**src/rtl/axis_rr_arb_pkt.sv**
```systemverilog
// axis_rr_arb_pkt: round-robin arbiter merging MASTER_NUM AXI-Stream inputs
// into one registered output. m_tuser carries the source channel index.
//
// Build option: define AXIS_RR_ARB_PKT_LOCK_EN to hold the grant on one
// channel from its first beat until its tlast beat (packet lock). Without
// the macro the arbiter re-arbitrates on every beat and tlast is passed
// through unchanged.
module axis_rr_arb_pkt #(
    parameter int MASTER_NUM = 4,
    parameter int DATA_WIDTH = 32,
    parameter int ID_WIDTH   = (MASTER_NUM > 1) ? $clog2(MASTER_NUM) : 1
) (
    input  logic                             clk,
    input  logic                             rst,
    input  logic [MASTER_NUM*DATA_WIDTH-1:0] s_tdata,
    input  logic [MASTER_NUM-1:0]            s_tvalid,
    input  logic [MASTER_NUM-1:0]            s_tlast,
    output logic [MASTER_NUM-1:0]            s_tready,
    output logic [DATA_WIDTH-1:0]            m_tdata,
    output logic                             m_tvalid,
    output logic                             m_tlast,
    output logic [ID_WIDTH-1:0]              m_tuser,
    input  logic                             m_tready
);

    // Output register slice
    logic [DATA_WIDTH-1:0] m_tdata_q,  m_tdata_d;
    logic                  m_tvalid_q, m_tvalid_d;
    logic                  m_tlast_q,  m_tlast_d;
    logic [ID_WIDTH-1:0]   m_tuser_q,  m_tuser_d;

    // Round-robin pointer: first channel searched on the next arbitration
    logic [ID_WIDTH-1:0]   ptr_q, ptr_d;

`ifdef AXIS_RR_ARB_PKT_LOCK_EN
    // Packet lock: grant stays on lock_id_q while lock_q is set
    logic                  lock_q,    lock_d;
    logic [ID_WIDTH-1:0]   lock_id_q, lock_id_d;
`endif

    logic                  ld;        // output register may load this cycle
    logic                  gnt_vld;   // some channel holds the grant
    logic [ID_WIDTH-1:0]   gnt_idx;   // index of the granted channel
    logic [MASTER_NUM-1:0] grant;
    logic                  hs;        // a beat is accepted this cycle
    logic [ID_WIDTH-1:0]   next_idx;  // gnt_idx + 1 modulo MASTER_NUM
    logic [DATA_WIDTH-1:0] sel_data;
    logic                  sel_last;

    // The slice accepts a new beat when empty or when its beat leaves now
    assign ld = ~m_tvalid_q | m_tready;

    // Arbitration: first valid channel from ptr_q upward, or the locked one
    always_comb begin
        int cand;
        // NOTE: every combinational output gets a default first so no path
        // leaves it unassigned; otherwise synthesis infers a latch.
        gnt_vld = 1'b0;
        gnt_idx = '0;
        cand    = 0;
        for (int k = 0; k < MASTER_NUM; k++) begin
            cand = int'(ptr_q) + k;
            if (cand >= MASTER_NUM) begin
                cand = cand - MASTER_NUM;
            end
            if (!gnt_vld && s_tvalid[cand]) begin
                gnt_vld = 1'b1;
                gnt_idx = ID_WIDTH'(cand);
            end
        end
`ifdef AXIS_RR_ARB_PKT_LOCK_EN
        // A locked channel that is idle leaves a bubble rather than yielding
        if (lock_q) begin
            gnt_vld = s_tvalid[lock_id_q];
            gnt_idx = lock_id_q;
        end
`endif
    end

    // One-hot grant, ready gating and selected-beat muxing
    always_comb begin
        grant = '0;
        if (gnt_vld) begin
            grant[gnt_idx] = 1'b1;
        end
        // Ready is forced low while rst is sampled so no beat is lost
        s_tready = grant & {MASTER_NUM{ld & ~rst}};
        hs       = gnt_vld & ld & ~rst;
        sel_data = s_tdata[int'(gnt_idx)*DATA_WIDTH +: DATA_WIDTH];
        sel_last = s_tlast[gnt_idx];
        next_idx = (gnt_idx == ID_WIDTH'(MASTER_NUM - 1)) ? '0 : gnt_idx + 1'b1;
    end

    // Next-state for output slice, pointer and lock
    always_comb begin
        m_tdata_d  = m_tdata_q;
        m_tvalid_d = m_tvalid_q;
        m_tlast_d  = m_tlast_q;
        m_tuser_d  = m_tuser_q;
        ptr_d      = ptr_q;
`ifdef AXIS_RR_ARB_PKT_LOCK_EN
        lock_d     = lock_q;
        lock_id_d  = lock_id_q;
`endif
        if (ld) begin
            // Slice empties when nothing is granted; holds while stalled
            m_tvalid_d = hs;
            if (hs) begin
                m_tdata_d = sel_data;
                m_tlast_d = sel_last;
                m_tuser_d = gnt_idx;
            end
        end
        if (hs) begin
`ifdef AXIS_RR_ARB_PKT_LOCK_EN
            // The pointer only advances when the packet ends; a single-beat
            // packet never locks
            if (sel_last) begin
                lock_d = 1'b0;
                ptr_d  = next_idx;
            end else begin
                lock_d    = 1'b1;
                lock_id_d = gnt_idx;
            end
`else
            ptr_d = next_idx;
`endif
        end
    end

    // State registers with synchronous reset
    always_ff @(posedge clk) begin
        // NOTE: sequential state uses non-blocking assignments only, so all
        // registers update together from values computed before the edge.
        if (rst) begin
            // NOTE: the data register is reset too, so the output bus reads
            // as zero straight after reset instead of carrying a stale beat.
            m_tdata_q  <= '0;
            m_tvalid_q <= 1'b0;
            m_tlast_q  <= 1'b0;
            m_tuser_q  <= '0;
            ptr_q      <= '0;
`ifdef AXIS_RR_ARB_PKT_LOCK_EN
            lock_q     <= 1'b0;
            lock_id_q  <= '0;
`endif
        end else begin
            m_tdata_q  <= m_tdata_d;
            m_tvalid_q <= m_tvalid_d;
            m_tlast_q  <= m_tlast_d;
            m_tuser_q  <= m_tuser_d;
            ptr_q      <= ptr_d;
`ifdef AXIS_RR_ARB_PKT_LOCK_EN
            lock_q     <= lock_d;
            lock_id_q  <= lock_id_d;
`endif
        end
    end

    assign m_tdata  = m_tdata_q;
    assign m_tvalid = m_tvalid_q;
    assign m_tlast  = m_tlast_q;
    assign m_tuser  = m_tuser_q;

endmodule

```
**config.mk**
```make
export PLATFORM = sky130hd
export DESIGN_NAME = axis_rr_arb_pkt
export DESIGN_NICKNAME = d
export VERILOG_FILES = /design/src/rtl/axis_rr_arb_pkt.sv
export SDC_FILE = /design/constraint.sdc
export NUM_CORES = 1
export LEC_CHECK = 0
export BUFFER_PORTS_ARGS = -buffer_cell sky130_fd_sc_hd__clkbuf_2
export CORE_MARGIN = 10
export CORE_UTILIZATION = 45
export CTS_BUF_LIST = sky130_fd_sc_hd__clkbuf_4 sky130_fd_sc_hd__clkbuf_8
export CTS_CLUSTER_DIAMETER = 80
export DETAILED_ROUTE_END_ITERATION = 8
export PLACE_DENSITY = 0.89
export SLEW_MARGIN = 15
export SYNTH_ARGS = -nofsm -noshare
export SYNTH_HDL_FRONTEND = slang
export SYNTH_SLANG_ARGS = --single-unit
```
**constraint.sdc**
```tcl
create_clock -name clk -period 4.7 [get_ports clk]
set_clock_uncertainty 0.15 [all_clocks]
set_input_delay 0 -clock clk [delete_from_list [all_inputs] [get_ports clk]]
set_output_delay 0 -clock clk [all_outputs]
set_load 0.05 [all_outputs]
```
# Word-level counts from Yosys, hierarchy flattened
# Index checks and enable logic that the tools add are counted.
[word_totals]
mem_bits_rw = 0
wordCells = 70
latch_bits = 0
rom_bits = 0
input_bits = 139
mem_count = 0
reg_bits = 38
[classes]
reduce_logical = 8
shift = 1
addsub = 8
div_mod_pow = 0
eq_ne = 1
muxes = 30
magnitude_cmp = 10
bitwise = 7
n_mul = 0
[op_table]
columns = ["operator", "n"]
rows = [
  ["32-bit by 4-bit < comparator with 1-bit output, second input constant", 4],
  ["32-bit two-way mux", 4],
  ["128-bit by 8-bit variable part select with 32-bit output", 1],
  ["1-bit two-way mux", 14],
  ["3-bit by 3-bit subtractor with 4-bit output, second input constant", 3],
  ["1-bit binary-select mux with 2-bit select", 5],
  ["2-bit two-way mux", 5],
  ["3-bit greater-or-equal comparator, second input constant", 3],
  ["2-bit by 2-bit adder with 3-bit output, second input constant", 2],
  ["4-bit AND", 1],
  ["1-bit logical AND", 4],
  ["4-bit two-way mux", 1],
  ["2-bit by 3-bit subtractor with 4-bit output, second input constant", 1],
  ["2-bit by 1-bit adder with 3-bit output, second input constant", 1],
  ["1-bit AND", 3],
  ["2-bit by 3-bit greater-or-equal comparator with 1-bit output, second input constant", 1],
  ["1-bit logical NOT", 3],
  ["2-bit by 3-bit < comparator with 1-bit output, second input constant", 1],
  ["2-bit by 1-bit adder with 2-bit output, second input constant", 1],
  ["1-bit demux with 2-bit select", 1],
  ["2-bit equality test, second input constant", 1],
  ["2-bit by 1-bit greater-or-equal comparator with 1-bit output, second input constant", 1],
  ["1-bit inverter", 2],
  ["2-bit AND reduction", 1],
  ["1-bit OR", 1],
]

# Depth between registers and ports, before layout
# Gate-level depths: netlist of run 1.
[depth]
ltp_word = 21
ltp_mapped = 9

# Least setup slack after synthesis of run 1
# OpenSTA, ideal clock, no wires.
[synth_timing]
kind = "register to register"
start = "register m_tvalid_q, in the netlist m_tvalid"
end = "register m_tdata_q[21], in the netlist m_tdata[21]"
n_path_buf = 1
setup_ns = 0.079
path_slack_ns = 2.517
required_ns = 4.471
stages_incl_launch_ff = 7
arrival_time_ns = 1.954
period_less_slack_ns = 2.183
cell_sequence = "dfxtp_1 -> nand2b_1 -> nand2_4 -> nor3_2 -> clkbuf_1 -> nand2_1 -> o211ai_1"
[synth_via]
elab_chain_cells = 5
[synth_rtl]
columns = ["element", "line", "text"]
rows = [
  ["start: declaration", "28", "logic m_tvalid_q, m_tvalid_d;"],
  ["start signal: assignment", "149", "m_tvalid_q <= m_tvalid_d;"],
  ["1-bit inverter *", "51", "assign ld = ~m_tvalid_q | m_tready;"],
  ["1-bit OR *", "51", ""],
  ["1-bit AND (2 in series)", "88", "hs = gnt_vld & ld & ~rst;"],
  ["2-bit AND reduction (no line) *", "--", ""],
  ["end signal: assignment", "148", "m_tdata_q <= m_tdata_d;"],
  ["end: declaration", "27", "logic [DATA_WIDTH-1:0] m_tdata_q, m_tdata_d;"],
]
# Every way passes the cells marked *; elsewhere a longest branch is shown, timed or not.
# A chain may end at the register's enable or synchronous reset.

# Final worst setup path of run 1
[layout_timing]
start = "input port s_tvalid[0]"
end = "register m_tdata_q[22], in the netlist m_tdata[22]"
[layout_via]
elab_chain_cells = 16
[layout_rtl]
columns = ["element", "line", "text"]
rows = [
  ["start: declaration", "16", "input logic [MASTER_NUM-1:0] s_tvalid,"],
  ["parallel branches: the longest is 16 deep, another holds 1-bit binary-select mux with 2-bit select", "--", ""],
]
# Several ways; the timed one is not identified. The select of a mux whose other input is x is not followed.

==> results of run 1 <==
==> cell families (layout without fill, tap and decap cells) <==
logic type	after synthesis	in the layout	synth area share
simple gates	58	58	0.124
fa+ha+maj	1	1	0.00525
compound gates	81	81	0.332
buf+inv	22	261	0.0762
mux	34	34	0.143
flops	38	38	0.319
==> power groups by stage <==
| stage | Sequential [uW] | Combinational [uW] | Clock [uW] |
|---|---|---|---|
| 3_5_place_dp | 417 | 498 | 0 |
| 6_report | 413 | 592 | 216 |
| 5_1_grt | 418 | 625 | 232 |
| 2_1_floorplan | 570 | 204 | 0 |
| 4_1_cts | 410 | 582 | 220 |
| 3_3_place_gp | 414 | 488 | 0 |
==> state kept, by name, summed over array words and instances (netlist names) <==
signal / count
m_tdata: 32
m_tuser: 2
ptr_q: 2
m_tlast: 1
m_tvalid: 1
==> final cells by class <==
type | count | area (um^2)
Inverter | 3 | 11.3
Tap cell | 70 | 87.6
Fill cell | 326 | 1090
Timing Repair Buffer | 251 | 1610
Clock buffer | 5 | 68.8
Clock inverter | 2 | 10.0
Sequential cell | 38 | 761
Multi-Input combinational cell | 174 | 1460
==> Yosys cell counts <==
master and instances:
dfxtp_1 38, a22oi_1 3, a311oi_1 1, nand2_2 1
o21ai_0 3, nor2b_1 1, ha_1 1, o211ai_1 23
mux2i_1 34, or3_1 1, o2bb2a_1 1, a21oi_1 7
a22oi_2 30, and4b_1 1, and2_1 1, nor3_1 1
nor2_1 4, nor3_4 1, buf_2 1, nand2_4 1
buf_4 4, and2_4 1, buf_6 11, or4_4 1
nand2_1 40, nor3_2 1, o211ai_2 11, clkbuf_1 3
inv_1 3, a211oi_1 1, nand2b_1 2, nor2_8 1
a31oi_1 1
==> metrics by stage <==
stage / util / cell area [um^2] / total power (uW) / hold WS [ns]
after floorplan: - / 2380 / 774 / -0.0320
final: 0.786 / 4010 / 1220 / 0.119
after CTS: 0.786 / 4010 / 1210 / 0.116
after global routing: 0.786 / 4010 / 1280 / 0.144
after detailed placement: 0.635 / 3240 / 915 / 0.0559
after global placement: 0.635 / 3240 / 902 / 0.0513
==> final timing paths <==
| check | startpoint | end | slack [ns] | cells after the start |
|---|---|---|---|---|
| min reg2reg | m_tuser[1] | m_tuser[1] | 0.32 | 2 |
| max reg2reg | ptr_q[1] | m_tdata[22] | 1.61 | 7 |
| min | m_tready | m_tuser[1] | 0.12 | 5 |
| max | s_tvalid[0] | m_tdata[22] | 1.56 | 9 |
==> worst max-delay path, stage by stage <==
cell and delay, ns:
dlygate4sd3_1 0.54, clkbuf_2 0.18, o21ai_0 0.18, o211ai_1 0.15, nor3_4 0.81, buf_4 0.45
a22oi_2 0.12, o211ai_1 0.16, dlygate4sd3_1 0.60
==> metal layers <==
layer	wire [um]	part of all wire	track usage	up-vias
li1	-	-	-	1359
met5	0	0	0	-
met4	410	0.038	0.112	0
met2	5500	0.51	0.441	164
met1	3910	0.36	0.237	1343
met3	948	0.088	0.0880	39
==> results by group, run 1 <==
Critical path
  – CP required: roughly 4.8 ns
  – CP Max Fanout: 18
  – Crit Path Category: in2reg
  – CP Launch Type: primary input
  – CP Data Arrival Time: 3.21 ns
  – Crit end category: register

STA
  – Setup WS post-layout: 1.56 ns
  – Setup tns final: 0 ns
  – Final hold vios: 0
  – Final worst path period share: 0.667
  – Least-Margin Pin Slew: 1.04 ns
  – Fin crit period: ~3.1 ns
  – RSZ-0062 raised after global routing: false
  – Relative slew slack: 0.304
  – Achievable Freq: 319 MHz
  – Final setup violation count: 0
  – Max-slew violation count: 0

Route
  – Initial DRT Pass Iterations: 4
  – DRC viols: 0
  – Final ANT Viol Nets: 0
  – Iter 0 DRT Violations: 124
  – DR vias/cell: 5.35
  – Wire per inst: 19.8 um
  – Routed WL: around 11 mm
  – Total number of vias: 2905

Cells and area
  – Layout cell share with drive strength beyond 1: 0.503
  – Post-Layout Cell Count: 543
  – Commonest non-fill, non-tap cells in the layout: clkbuf_2 (178), dlygate4sd3_1 (69), nand2_1 (40)
  – Area delta synth->final: 68.5%
  – Nets: 613
  – N_diodes: 0
  – Commonest non-fill, non-tap cell in the layout: clkbuf_2

Floorplanning
  – Die Height: 92.7 um
  – Core footprint: 5110 um^2
  – Top Ports: between 150 and 200
  – FP Rows: 26
  – Die Width: 92.7 um
  – Initial Utilization: 0.466
  – Total die area: ~8600 um^2

Yosys
  – Yosys warns: 0
  – Synth Instances: 234
  – Seq/Total Area, Yosys: 0.319
  – #FFs+latches synth: 38
  – Mapped Nets: 374
  – Synth Cell Area: 2380 um^2
  – Post-synth top area share: 0.319
  – Mapped Avg Cell Area: 10.2 um^2
  – Post-synth cell types: 33
  – Largest area contributor in the netlist: dfxtp_1
  – Synth area leaders: dfxtp_1 (32%), a22oi_2 (16%), mux2i_1 (14%), o211ai_1 (7.3%), nand2_1 (6.3%)

CTS
  – CTS max path bufs: 2
  – H-tree Lvls: 2
  – CTS Sinks: 38
  – # hold bufs at CTS: 69
  – Total CTS buffers: 5
  – Post-CTS Resized: 0
  – Root Buffer: clkbuf_8
  – Post-CTS Setup Inserts: 0
  – Worst-Skew Late Latency: around 0.28 ns
  – CTS tree: yes
  – Clk slew on worst S/H paths: 0.08 ns

Pwr
  – Pleak: 0.00194 uW
  – Max rail drop VDD: 0.000202 V
  – NetSw: ~510 uW
  – Sw Ratio: 0.421
  – Gate power share: 0.485
  – Sequential share of power: 0.338
  – PD cells: 304 nW/um^2
  – Clock share of power: 0.177
  – Power Internal: 707 uW

Flow run
  – Max_cap viols: 0

GRT
  – GR Overflow Total: 0
  – Number of global-route vias before repair: 3352
  – Total track usage: 0.241
  – Largest net degree at the start of global routing: 35
  – Initial antenna violation count: 0
  – First-pass GRT wire length: ~17 mm

Placement
  – Detailed Place HPWL: 7.27 mm
  – Dpl cells: 467
  – # port buffers: ~180
  – GP Congestion: about 0.85
  – Setup WS pre-CTS: 2.24 ns

Min path
  – HP Class: in2reg

Run status
  – Outcome: finished clean
Power figures use the tool's default switching activity.
==> run 2: changes to the inputs <==
Settings changed: CORE_UTILIZATION 45 to 42, PLACE_DENSITY 0.89 to 0.83.
Clock period 4.7 ns to 2.9 ns, I/O delays scaled along.
==> run 2 against run 1 <==
Net effect: non-clock buffer count up 3; first-iteration DRC count down 23%; setup slack worse by 1.4 ns; critical path type unchanged; critical endpoint is now m_tdata[3]; largest power group unchanged; highest routed layer unchanged.
==> results by group, run 2 (synthesized netlist as in run 1, its figures left out) <==
Run status
  – Outcome: finished clean

Route
  – Initial DRT Pass Iterations: 4 (unchanged)
  – Routed WL: 10.3 mm (-4.4%)
  – Iter 0 DRT Violations: 96 (-23%)
  – DRC viols: 0 (unchanged)
  – Final ANT Viol Nets: 0 (unchanged)
  – Total number of vias: 2942 (+1.3%)
  – Wire per inst: 18.7 um (-5.8%)
  – DR vias/cell: 5.34 (-0.20%)

Min path
  – WHS Path Cells: 5 (unchanged)
  – Hold_sp: m_tready
  – HP Class: in2reg

STA
  – Least-Margin Pin Slew: 0.659 ns (-0.382 ns)
  – Max-slew violation count: 0 (unchanged)
  – Fin crit period: roughly 2.8 ns
  – Final setup violation count: 0 (unchanged)
  – Relative slew slack: 0.560 (+0.256)
  – Achievable Freq: 363 MHz
  – Setup tns final: 0 ns (unchanged)
  – Final worst path period share: 0.951
  – Final hold vios: 0 (unchanged)
  – RSZ-0062 raised after global routing: false

CTS
  – CTS max path bufs: 2 (unchanged)
  – Clk slew on worst S/H paths: 0.08 ns (about the same)
  – Total CTS buffers: 5 (unchanged)
  – CTS Sinks: 38 (unchanged)
  – H-tree Lvls: 2 (unchanged)
  – Worst-Skew Late Latency: 0.28 ns (about the same)
  – Root Buffer: clkbuf_8
  – CTS tree: yes
  – Post-CTS Setup Inserts: 0 (unchanged)

Placement
  – Dpl cells: 472 (+1.1%)
  – GP Congestion: 0.867 (+1.7%)
  – Detailed Place HPWL: 6.81 mm (-6.2%)
  – # port buffers: 178 (unchanged)

Critical path
  – CP Launch Type: primary input
  – CP max stage delay: 0.58 ns (-0.23 ns)
  – Most frequent cell on the critical path: dlygate4sd3_1
  – CP Cell Sequence: dlygate4sd3_1 -> clkbuf_2 -> or4_4 -> and2_4 -> nor2_4 -> a22oi_2 -> o211ai_1 -> dlygate4sd3_1
  – Crit Path Category: in2reg
  – CP Launch Point: s_tvalid[0]
  – Kind of cell adding the most delay to the critical path: simple AND/OR/NAND/NOR gates
  – Stages on worst setup path: 8 (-1)
  – Reg2Reg Launch Point: ptr_q[1]
  – CP Buf/Inv Count: 3 (-1)
  – Critical-path cell with the highest stage delay: or4_4
  – Crit end category: register
  – R2R Setup Slk: 0.18 ns (-1.43 ns)
  – CP Max Fanout: 16 (-2)
  – FF-to-FF path depth: 7 (unchanged)
  – CP Data Arrival Time: 2.84 ns (-0.37 ns)
  – CP required: 2.98 ns (-1.80 ns)

GRT
  – Total track usage: 0.210 (-0.0310)
  – GR Overflow Total: 0 (unchanged)
  – First-pass GRT wire length: 15.5 mm (-8.0%)
  – Initial antenna violation count: 0 (unchanged)
  – Largest net degree at the start of global routing: 34 (-2.9%)
  – Number of global-route vias before repair: 3138 (-6.4%)

Floorplanning
  – FP Rows: 27 (+3.8%)
  – Die Height: 95.3 um (+2.8%)
  – Initial Utilization: 0.432 (-0.0338)
  – Total die area: 9080 um^2 (+5.6%)
  – Top Ports: 179 (unchanged)
  – Die Width: 95.3 um (+2.8%)
  – Core footprint: 5510 um^2 (+7.8%)

Pwr
  – Pleak: 0.00198 uW (+2.0%)
  – Max rail drop VDD: 0.000272 V (+35%)
  – Gate power share: 0.477 (-0.008)
  – PD cells: 496 nW/um^2 (+63%)
  – Clock share of power: 0.196 (+0.019)
  – Sequential share of power: 0.327 (-0.011)
  – Sw Ratio: 0.410 (-0.0104)
  – NetSw: 831 uW (+62%)
  – Power Internal: 1190 uW (+69%)

Cells and area
  – Layout cell share with drive strength beyond 1: 0.508 (+0.00520)
  – Post-Layout Cell Count: 551 (+1.5%)
  – Commonest non-fill, non-tap cells in the layout: clkbuf_2 (178), dlygate4sd3_1 (69), nand2_1 (40)
  – Commonest non-fill, non-tap cell in the layout: clkbuf_2
  – Area delta synth->final: 71.6%
  – Fillers: 375 (+15%)
  – Nets: 617 (+0.65%)
  – Number of flip-flops under the largest register name: 32 (unchanged)

Flow run
  – Max_cap viols: 0 (unchanged)
[run 2: layout make-up]
cell class	instances	area (um^2)	share of cell area
sequential	38	761	0.186
antenna	1	2.50	0.000613
timing repair buffer	254	1650	0.403
tap	72	90.1	0.0221
clock inverter	1	5.00	0.00123
inverter	3	11.3	0.00276
multi-input combinational	175	1480	0.362
clock buffer	7	90.1	0.0221
[run 2: tightest hold or removal path, delay by kind of cell]
family	cells	cell delay, ns
AOI/OAI and AO/OA	1	0.05
and+or+nand+nor	3	0.39
buffers and inverters	1	0.07
[run 2: path summary, 6_finish.rpt]
path / end
worst max-delay path: m_tdata[3]
worst max register to register: m_tdata[22]
worst min-delay path: m_tuser[1]
worst min register to register: m_tuser[1]
[run 2: power by group through the flow]
stage / combinational, uW / clock [uW] / sequential, uW
floorplan: 330 / 0 / 924
detailed placement: 813 / 0 / 672
global route: 1020 / 419 / 671
CTS: 947 / 400 / 661
finish: 965 / 397 / 663
global placement: 799 / 0 / 669
[run 2: per-layer routing]
layer / routed length (um) / vias up / track usage
met4: 129 / 0 / 0.0461
li1: - / 1373 / -
met1: 3670 / 1392 / 0.223
met2: 5420 / 162 / 0.392
met3: 1080 / 15 / 0.0691
met5: 0 / - / 0
[run 2: timing repair]
item                                    in CTS  in global routing
hold buffers                                69                  0
endpoints found under the setup margin       0                  3
resized for setup                            0                  1
endpoints found under the hold margin       38                  0
[run 2: stage by stage]
stage                     power, uW  utilization  hold WS (ns)  cell area, um^2  setup WS (ns)
after detailed placement       1490        0.596        0.0565             3280          0.700
after global routing           2110        0.741         0.141             4080         0.0633
after floorplan                1250            -       -0.0320             2380          0.717
after CTS                      2010        0.738         0.121             4070         0.0878
after global placement         1470        0.596        0.0547             3280          0.755
final                          2030        0.742         0.123             4090          0.143
==> run 3: changes to the inputs <==
Settings changed: GPL_TIMING_DRIVEN from default to 0, RECOVER_POWER from default to 50.
==> run 3 against run 2 <==
Net effect: non-clock buffer count increased by 10; clock power increased by 12%; hold slack got worse by 0.027 ns; first-iteration DRC count decreased by 45%; global-route usage about the same; largest power group unchanged.
==> results by group, run 3 (synthesized netlist as in run 1, its figures left out) <==
Placement
  – GP Congestion: 0.905 (+4.4%)
  – Detailed Place HPWL: 7.22 mm (+6.0%)
  – # port buffers: 176 (-1.1%)
  – Dpl cells: 482 (+2.1%)

Cells and area
  – Fillers: 403 (+7.5%)
  – Area delta synth->final: 72.4%
  – N_diodes: 0 (-1)
  – Number of flip-flops under the largest register name: 32 (unchanged)
  – Commonest non-fill, non-tap cell in the layout: clkbuf_2
  – Layout cell share with drive strength beyond 1: 0.433 (-0.0751)
  – Nets: 626 (+1.5%)
  – Commonest non-fill, non-tap cells in the layout: clkbuf_2 (140), dlygate4sd3_1 (69), nand2_1 (40)
  – Post-Layout Cell Count: 559 (+1.5%)

CTS
  – Total CTS buffers: 5 (unchanged)
  – Root Buffer: clkbuf_8
  – H-tree Lvls: 2 (unchanged)
  – Worst-Skew Late Latency: 0.28 ns (about the same)
  – Clk slew on worst S/H paths: 0.08 ns (about the same)
  – CTS tree: yes
  – CTS max path bufs: 2 (unchanged)
  – Post-CTS Resized: 0 (unchanged)
  – CTS Sinks: 38 (unchanged)

Floorplanning
  – Total die area: 9080 um^2 (unchanged)
  – Die Height: 95.3 um (unchanged)
  – Top Ports: 179 (unchanged)
  – FP Rows: 27 (unchanged)
  – Die Width: 95.3 um (unchanged)
  – Core footprint: 5510 um^2 (unchanged)
  – Initial Utilization: 0.432 (unchanged)

Critical path
  – CP Cell Sequence: and4b_1 -> a211oi_1 -> nor3_2 -> clkbuf_1 -> nand2_1 -> o211ai_2 -> dlygate4sd3_1
  – Kind of cell adding the most delay to the critical path: buffers and inverters
  – Crit end category: register
  – CP max stage delay: 0.57 ns (about the same)
  – CP required: 2.98 ns (about the same)
  – Reg2Reg Launch Point: ptr_q[0]
  – Crit Path Category: reg2reg
  – CP Buf/Inv Count: 2 (-1)
  – CP Launch Point: ptr_q[0]
  – CP Max Fanout: 10 (-6)
  – CP Data Arrival Time: 2.74 ns (-0.10 ns)
  – CP Launch Type: register
  – Critical-path cell with the highest stage delay: dlygate4sd3_1

Route
  – Total number of vias: 2915 (-0.92%)
  – DRC viols: 0 (unchanged)
  – Wire per inst: 18.2 um (-2.8%)
  – DR vias/cell: 5.21 (-2.3%)
  – Initial DRT Pass Iterations: 5 (+1)
  – Iter 0 DRT Violations: 53 (-45%)
  – Final ANT Viol Nets: 0 (unchanged)
  – Routed WL: 10.2 mm (-1.4%)

Min path
  – Hold_sp: m_tready
  – HP Class: in2reg

STA
  – Fin crit period: 2.66 ns (-0.0984 ns)
  – Least-Margin Pin Slew: 0.684 ns (+0.0245 ns)
  – Setup tns final: 0 ns (unchanged)
  – Final hold vios: 0 (unchanged)
  – RSZ-0062 raised after global routing: false
  – Max-slew violation count: 0 (unchanged)
  – Relative slew slack: 0.546 (-0.0133)
  – Achievable Freq: 376 MHz (+3.7%)
  – Final setup violation count: 0 (unchanged)
  – Final worst path period share: 0.917 (-0.0339)

Pwr
  – PD cells: 504 nW/um^2 (+1.7%)
  – Max rail drop VDD: 0.000368 V (+35%)
  – Pleak: 0.00190 uW (-4.3%)

GRT
  – Number of global-route vias before repair: 3198 (+1.9%)
  – Total track usage: 0.210 (-0.000245)
  – Initial antenna violation count: 0 (unchanged)
  – Largest net degree at the start of global routing: 13 (-62%)
  – GR Overflow Total: 0 (unchanged)
  – First-pass GRT wire length: 15.5 mm (-0.49%)

Run status
  – Outcome: finished clean

Flow run
  – Max_cap viols: 0 (unchanged)
-- run 3: changes by cell type in the layout (fill, tap and decap cells not counted), moves of 2 or more --
| cell | previous run | this run |
|---|---|---|
| buf_4 | 6 | 4 |
| buf_6 | 0 | 11 |
| clkbuf_1 | 0 | 39 |
| clkbuf_2 | 178 | 140 |
-- run 3: final timing paths --
path                            slack [ns]    endpoint  cells past startpoint
worst max-delay path                  0.24  m_tdata[6]                      7
worst min-delay path                   0.1  m_tuser[1]                      5
worst max register to register        0.24  m_tdata[6]                      7
worst min register to register        0.31  m_tuser[1]                      2
-- run 3: repair_timing --
action                    in CTS  in global routing
buffers inserted               0                  0
hold endpoints to repair      38                  0
hold buffers                  69                  0
-- run 3: worst min-delay path, stage by stage --
cell      delay [ns]
clkbuf_2        0.07
nand2b_1        0.18
nand2_4         0.11
nand2_1         0.07
a21oi_1         0.05
-- run 3: stage by stage --
| step | power, uW | hold slack (ns) | setup WS [ns] | util | area [um^2] |
|---|---|---|---|---|---|
| after floorplan | 1250 | -0.0320 | 0.717 | - | 2380 |
| after global placement | 1490 | 0.0544 | 0.835 | 0.609 | 3350 |
| after detailed placement | 1510 | 0.0578 | 0.810 | 0.609 | 3350 |
| after CTS | 2090 | 0.0986 | 0.272 | 0.754 | 4150 |
| after global routing | 2170 | 0.127 | 0.105 | 0.745 | 4100 |
| final | 2070 | 0.0969 | 0.241 | 0.745 | 4100 |
-- run 3: report_power, final --
| group | leakage [uW] | internal [uW] | switching (uW) |
|---|---|---|---|
| clock | 0.0000579 | 253 | 192 |
| sequential | 0.000315 | 602 | 56.4 |
| combinational | 0.00152 | 387 | 578 |
-- run 3: per-layer routing --
layer / GRT usage / vias up / routed length, um
li1: - / 1386 / -
met1: 0.221 / 1366 / 3640
met2: 0.401 / 146 / 5320
met3: 0.0660 / 17 / 1040
met4: 0.0374 / 0 / 150
met5: 0 / - / 0
-- run 3: layout make-up --
cell class / instances / area [um^2] / share of cell area
clock inverter: 3 / 40.0 / 0.00976
timing repair buffer: 245 / 1530 / 0.372
sequential: 38 / 761 / 0.185
clock buffer: 5 / 68.8 / 0.0168
tap: 72 / 90.1 / 0.0220
inverter: 3 / 11.3 / 0.00274
buffer: 19 / 170 / 0.0415
multi-input combinational: 174 / 1440 / 0.350
